## src/rtl/wb_column_configurator.sv

```systemverilog
// Wishbone-programmed column configurator: a word FIFO feeds a serial
// shifter that clocks config bits into one fabric column, then commits.
module wb_column_configurator #(
  parameter logic [31:0] BASE_ADDR  = 32'h3000_0000,
  parameter int          NUM_COLS   = 4,
  parameter int          FIFO_DEPTH = 8
) (
  input  logic                wb_clk_i,
  input  logic                wb_rst_ni,
  input  logic                wbs_stb_i,
  input  logic                wbs_cyc_i,
  input  logic                wbs_we_i,
  input  logic [3:0]          wbs_sel_i,
  input  logic [31:0]         wbs_data_i,
  input  logic [31:0]         wbs_addr_i,
  output logic                wbs_ack_o,
  output logic [31:0]         wbs_data_o,
  output logic                cen,
  output logic                cfg_bit_out,
  output logic [NUM_COLS-1:0] shift_out,
  output logic [NUM_COLS-1:0] set_out,
  output logic                busy
);

  localparam int AW = $clog2(FIFO_DEPTH);
  localparam int CW = AW + 1;

  typedef enum logic [1:0] {
    S_IDLE,
    S_LOAD,
    S_SHIFT,
    S_SET
  } state_t;

  state_t r_state;
  state_t w_next;

  logic          r_ack;
  logic [31:0]   w_off;
  logic          w_sel_ctrl;
  logic          w_sel_len;
  logic          w_sel_data;
  logic          w_sel_stat;
  logic          w_wr;
  logic          w_ctrl_wr;
  logic          w_abort;
  logic          w_start_req;
  logic          w_start_ok;
  logic          w_start_bad;
  logic [2:0]    w_col_req;
  logic          w_col_ok;
  logic          w_busy;
  logic          w_data_wr;
  logic          w_push;
  logic          w_pop;
  logic          w_drop;
  logic          w_len_wr;
  logic          w_len_bad;
  logic          w_full;
  logic          w_empty;
  logic [31:0]   w_rdata;

  logic [31:0]   r_mem [FIFO_DEPTH];
  logic [AW-1:0] r_wp;
  logic [AW-1:0] r_rp;
  logic [CW-1:0] r_cnt;

  logic [15:0]   r_len;
  logic [15:0]   r_bits;
  logic [4:0]    r_idx;
  logic [31:0]   r_sr;
  logic [2:0]    r_col;
  logic          r_cen;
  logic          r_done;
  logic          r_err;

  assign w_off      = wbs_addr_i - BASE_ADDR;
  assign w_sel_ctrl = (w_off == 32'h0);
  assign w_sel_len  = (w_off == 32'h4);
  assign w_sel_data = (w_off == 32'h8);
  assign w_sel_stat = (w_off == 32'hC);

  // Register side effects happen on the ack cycle, master still holding the bus.
  assign w_wr      = r_ack & wbs_stb_i & wbs_cyc_i & wbs_we_i;
  assign w_ctrl_wr = w_wr & w_sel_ctrl;
  assign w_abort   = w_ctrl_wr & wbs_data_i[1];

  assign w_start_req = w_ctrl_wr & wbs_data_i[0];
  assign w_col_req   = wbs_data_i[10:8];
  assign w_col_ok    = ({29'd0, w_col_req} < 32'(NUM_COLS));
  assign w_busy      = (r_state != S_IDLE);
  assign w_start_ok  = w_start_req & ~w_abort & ~w_busy
                     & (r_len != 16'd0) & w_col_ok;
  assign w_start_bad = w_start_req & ~w_abort & ~w_start_ok;

  assign w_full    = (r_cnt == CW'(FIFO_DEPTH));
  assign w_empty   = (r_cnt == '0);
  assign w_pop     = (r_state == S_LOAD) & ~w_empty;
  assign w_data_wr = w_wr & w_sel_data;
  assign w_push    = w_data_wr & (wbs_sel_i == 4'hF) & (~w_full | w_pop);
  assign w_drop    = w_data_wr & ~w_push;
  assign w_len_wr  = w_wr & w_sel_len;
  assign w_len_bad = w_len_wr & w_busy;

  always_ff @(posedge wb_clk_i or negedge wb_rst_ni) begin
    if (!wb_rst_ni) begin
      r_ack <= 1'b0;
    end else begin
      r_ack <= wbs_stb_i & wbs_cyc_i & ~r_ack;
    end
  end

  always_ff @(posedge wb_clk_i) begin
    if (w_push) begin
      r_mem[r_wp] <= wbs_data_i;
    end
  end

  always_ff @(posedge wb_clk_i or negedge wb_rst_ni) begin
    if (!wb_rst_ni) begin
      r_wp  <= '0;
      r_rp  <= '0;
      r_cnt <= '0;
    end else if (w_abort) begin
      r_wp  <= '0;
      r_rp  <= '0;
      r_cnt <= '0;
    end else begin
      if (w_push) begin
        r_wp <= r_wp + AW'(1);
      end
      if (w_pop) begin
        r_rp <= r_rp + AW'(1);
      end
      r_cnt <= r_cnt + CW'(w_push) - CW'(w_pop);
    end
  end

  always_ff @(posedge wb_clk_i or negedge wb_rst_ni) begin
    if (!wb_rst_ni) begin
      r_state <= S_IDLE;
    end else begin
      r_state <= w_next;
    end
  end

  always_comb begin
    w_next      = r_state;
    shift_out   = '0;
    set_out     = '0;
    cfg_bit_out = 1'b0;
    unique case (r_state)
      S_IDLE: begin
        if (w_start_ok) begin
          w_next = S_LOAD;
        end
      end
      S_LOAD: begin
        if (!w_empty) begin
          w_next = S_SHIFT;
        end
      end
      S_SHIFT: begin
        shift_out   = NUM_COLS'(1) << r_col;
        cfg_bit_out = r_sr[0];
        if (r_bits == 16'd1) begin
          w_next = S_SET;
        end else if (r_idx == 5'd31) begin
          w_next = S_LOAD;
        end
      end
      S_SET: begin
        set_out = NUM_COLS'(1) << r_col;
        w_next  = S_IDLE;
      end
      default: w_next = S_IDLE;
    endcase
    if (w_abort) begin
      w_next = S_IDLE;
    end
  end

  always_ff @(posedge wb_clk_i or negedge wb_rst_ni) begin
    if (!wb_rst_ni) begin
      r_bits <= '0;
      r_idx  <= '0;
      r_sr   <= '0;
      r_col  <= '0;
    end else begin
      if (w_start_ok) begin
        r_bits <= r_len;
        r_col  <= w_col_req;
      end
      if (w_pop) begin
        r_sr  <= r_mem[r_rp];
        r_idx <= '0;
      end else if (r_state == S_SHIFT) begin
        r_sr   <= r_sr >> 1;
        r_idx  <= r_idx + 5'd1;
        r_bits <= r_bits - 16'd1;
      end
    end
  end

  always_ff @(posedge wb_clk_i or negedge wb_rst_ni) begin
    if (!wb_rst_ni) begin
      r_len  <= '0;
      r_cen  <= 1'b0;
      r_done <= 1'b0;
      r_err  <= 1'b0;
    end else begin
      if (w_ctrl_wr) begin
        r_cen <= wbs_data_i[2];
      end
      if (w_len_wr && !w_busy) begin
        if (wbs_sel_i[0]) r_len[7:0]  <= wbs_data_i[7:0];
        if (wbs_sel_i[1]) r_len[15:8] <= wbs_data_i[15:8];
      end
      if (w_start_ok) begin
        r_done <= 1'b0;
      end else if (r_state == S_SET) begin
        r_done <= 1'b1;
      end
      // A new error in the same write that clears ERR still wins.
      if (w_drop || w_len_bad || w_start_bad) begin
        r_err <= 1'b1;
      end else if (w_ctrl_wr && wbs_data_i[3]) begin
        r_err <= 1'b0;
      end
    end
  end

  always_comb begin
    w_rdata = '0;
    if (r_ack && !wbs_we_i) begin
      unique case (1'b1)
        w_sel_len:  w_rdata = {16'd0, r_len};
        w_sel_stat: w_rdata = {19'd0, 5'(r_cnt), 3'd0, r_err,
                               r_done, w_empty, w_full, w_busy};
        default:    w_rdata = '0;
      endcase
    end
  end

  assign wbs_ack_o  = r_ack;
  assign wbs_data_o = w_rdata;
  assign cen        = r_cen;
  assign busy       = w_busy;

endmodule

```

## config.mk

```make
export PLATFORM = sky130hd
export DESIGN_NAME = wb_column_configurator
export DESIGN_NICKNAME = d
export VERILOG_FILES = /design/src/rtl/wb_column_configurator.sv
export SDC_FILE = /design/constraint.sdc
export NUM_CORES = 1
export LEC_CHECK = 0
export CORE_MARGIN = 3
export CORE_UTILIZATION = 35
export DETAILED_ROUTE_END_ITERATION = 10
export PLACE_DENSITY_LB_ADDON = 0.1
export SLEW_MARGIN = 25
export SYNTH_ARGS = -nofsm -noshare
export SYNTH_HDL_FRONTEND = slang
export SYNTH_SLANG_ARGS = --single-unit
```

## constraint.sdc

```tcl
create_clock -name wb_clk_i -period 4.06 [get_ports wb_clk_i]
set_input_delay 0.812 -clock wb_clk_i [delete_from_list [all_inputs] [get_ports wb_clk_i]]
set_output_delay 0.812 -clock wb_clk_i [all_outputs]
set_load 0.005 [all_outputs]
```

==> key figures <==
Outcome
  • Run status: complete, no violations

Synthesis
  • Largest area contributor in the netlist: edfxtp_1
  • Yosys top cell area share: 0.541
  • Ys async rst share: 0.256
  • Synth warn: 0
  • Mapped Cells: approximately 850
  • Number of synthesized flops with an enable pin: ~260
  • Register area share after synthesis: 0.695
  • Netlist cell types: 61
  • Avg Inst Size Synth: 16.8 µm²
  • Synthesized area: 0.0142 mm²
  • Top post-synthesis cells by area: edfxtp_1 54%, dfrtp_1 15%, mux4_2 10%
  • Synth cell count leaders: 256 x edfxtp_1, 88 x dfrtp_1, 64 x mux4_2
  • Synthesis-stage register bit count: between 300 and 400
  • Top-count cell post-synth: edfxtp_1
  • Primary FF master, synth: edfxtp_1

Power
  • Clock power share: 0.455
  • Logic gate share of total power: 0.020
  • PwrDens: just over 400 mW/mm²
  • Internal: between 5000 and 6000 µW
  • P_sw: about 1400 µW
  • Switching Share: 0.197
  • Pwr Total: 7220 µW
  • Leakage: around 0.0068 µW
  • Sequential share of power: 0.525
  • Maximum VDD drop: 0.284 mV

Timing
  • RSZ-0062 raised after global routing: yes
  • Worst setup margin: roughly 0.075 ns
  • Slew margin rel.: 0.428
  • Final worst path period share: 0.981
  • Worst-margin pin slew: 0.858 ns
  • Final setup TNS: 0 ns
  • Clock skew: 0.0122 ns
  • Max Fclk: around 0.25 GHz
  • Final Setup Violations: 0
  • Fin crit period: approximately 4 ns
  • Final-report hold violation count: 0
  • Final slew viol count: 0

Critical path
  • Worst stage delay on the critical path: 0.53 ns
  • CP cell instances: clkdlybuf4s50_1, nor4_2, nand4_1, buf_4, buf_4, buf_4, buf_4, buf_4, buf_4, buf_4, buf_4, buf_4, nor4_1, nand3_1, mux2_2
  • CP max stage cell: nand3_1
  • Worst-path fanout max: 8
  • Most common cell on crit path: buf_4
  • CP Buf/Inv Count: 10
  • Critical path class: in2reg
  • Worst endpoint required time: 4.45 ns
  • Top delay family on crit path: buffers and inverters
  • Critical path launch point type: input pin
  • Internal reg-to-reg setup slack: 1.13 ns
  • Critical Path End Type: flop
  • Critical Path AT: about 4.4 ns

Cells and area
  • Non-filler cells, final: roughly 1,600
  • Post-Route Utilization: 0.437
  • Filler cells: 3,565
  • Share of cells above drive strength 1: 0.209
  • N_diodes: 0
  • Area delta synth->final: 22.8%
  • Nets: 1,084

Job
  • Max cap viols: 0

Routing
  • DRC: 0
  • Drt total wl: approximately 34,000 µm
  • Routed Antenna Nets: 0
  • Initial detailed-routing violation count: 519
  • DR WL/cell: 22.1 µm
  • Routed vias: 8,060
  • Via density: 5.19
  • First-pass DRT Iterations: 5

Die
  • Site Rows: 73
  • Chip Width: slightly above 200 µm
  • Core area: 0.0399 mm²
  • Initial Util: 0.356
  • Die area: roughly 0.043 mm²
  • Die Y: between 200 and 250 µm
  • IO Count: 117

GRT
  • Grt total ovfl: 0
  • Vias in the first global route: 8,526
  • First-pass GRT wire length: 53,100 µm
  • Largest net degree at the start of global routing: 55
  • GRT Overall Usage: 0.159
  • Initial antenna violation count: 0

Clock network
  • Clock Root Buffer: clkbuf_16
  • Worst-Skew Late Latency: 0.52 ns
  • Hold buffer count at cts: 0
  • # H-tree levels: 2
  • Clk buf depth: 3
  • Cts bufs inserted: 39
  • Clock sink count: around 340
  • TritonCTS clock tree: built
  • Clock transition at path regs: 0.06 ns

Min path
  • Worst hold path type: in2async

Placed design
  • Dpl cells: roughly 1,500
  • Post-DP HPWL: 21,100 µm
  • IO Port Bufs: 100
  • GPL Wtd Cong: 0.781
  • Placement Setup Slack: -0.0152 ns
-- layer usage --
metal,wire [µm],GRT usage,vias to the layer above
met4,671,0.0391,0
met1,16000,0.225,4223
met3,1160,0.0251,56
met2,16500,0.261,141
met5,0,0,-
li1,-,-,3640
-- worst register-to-register path, stage by stage, from the launching register on --
cell	delay, ns
dfrtp_1	0.41
inv_1	0.12
ha_1	0.18
nor3b_1	0.40
or3b_1	0.21
clkinv_1	0.25
ha_1	0.38
inv_1	0.04
ha_1	0.21
fa_1	0.38
xnor2_1	0.17
nor2_1	0.06
-- stage by stage --
stage / hold WS [ns] / area [µm²]
floorplan: 0.465 / 14300
global placement: 0.490 / 16000
detailed placement: 0.493 / 16000
CTS: 0.401 / 17300
global route: 0.422 / 17500
finish: 0.384 / 17500
-- cells in the final DEF (no fill, tap or decap), drive strengths merged, types with 3 or more instances in the layout --
cell type	n
o211a	6
edfxtp	256
inv	20
a22o	8
clkbuf	56
buf	53
a21oi	15
nand2b	7
and2	10
nand3	14
dfrtp	88
nor4	18
conb	16
clkdlybuf4s50	82
nor2b	3
clkinv	11
nor3	11
nand4	7
o21ai	42
dlymetal6s2s	17
nand2	30
a22oi	31
nor4b	6
nor2	36
xnor2	3
or2	3
or3b	6
ha	12
or3	4
mux2i	34
nor3b	3
mux4	64
mux2	19
o221ai	4
-- logic make-up (layout without fill, tap and decap cells) --
family	Yosys count	in the layout	synth area share
xor gates and xnor gates	5	5	0.00308
DFF	344	344	0.695
buffers and inverters	77	242	0.0263
and+or+nand+nor	167	167	0.0645
adders and majority gates	13	13	0.0120
other	1	16	0.000264
AOI/OAI and AO/OA	123	123	0.0581
muxes	117	117	0.140
-- flip-flops by register name, summed over array words and instances (netlist names) --
register,cells
r_mem,256
r_sr,32
r_bits,16
r_len,16
r_idx,5
r_cnt,4
r_col,3
r_rp,3
r_wp,3
r_state,2
cen,1
r_done,1
r_err,1
wbs_ack_o,1
-- cell type report --
class / instances / area, µm² / share of cell area
clock buffers: 56 / 1060 / 0.0607
clock inverters: 14 / 124 / 0.00710
inverters: 20 / 75.1 / 0.00430
multi-input cells: 441 / 4130 / 0.236
flip-flops and latches: 344 / 9900 / 0.567
well taps: 525 / 657 / 0.0376
repair buffers: 152 / 1520 / 0.0871
-- repair_timing --
action                                  CTS  global route
endpoints found under the setup margin   13           255
resized for setup                         9            32
cloned                                    1             0
setup buffers                             8             7
pin swaps                                 2             5
-- power groups by stage --
stage	sequential [µW]	clock, µW	combinational, µW
4_1_cts	3790	3390	151
5_1_grt	3780	3550	162
3_3_place_gp	3860	0	147
2_1_floorplan	3860	0	21.6
3_5_place_dp	3860	0	149
6_report	3790	3280	147
-- path summary, 6_finish.rpt --
check,start,endpoint,cells after the start
max reg2reg,r_cnt[2],r_cnt[2],11
min,wb_rst_ni,wbs_ack_o,1
min in group wb_clk_i,r_sr[0],r_sr[0],2
min reg2reg,r_sr[0],r_sr[0],2
max in group asynchronous,wb_rst_ni,r_len[13],2
max,wbs_addr_i[6],r_len[7],15
No activity file was read; power rests on OpenSTA's default activity.
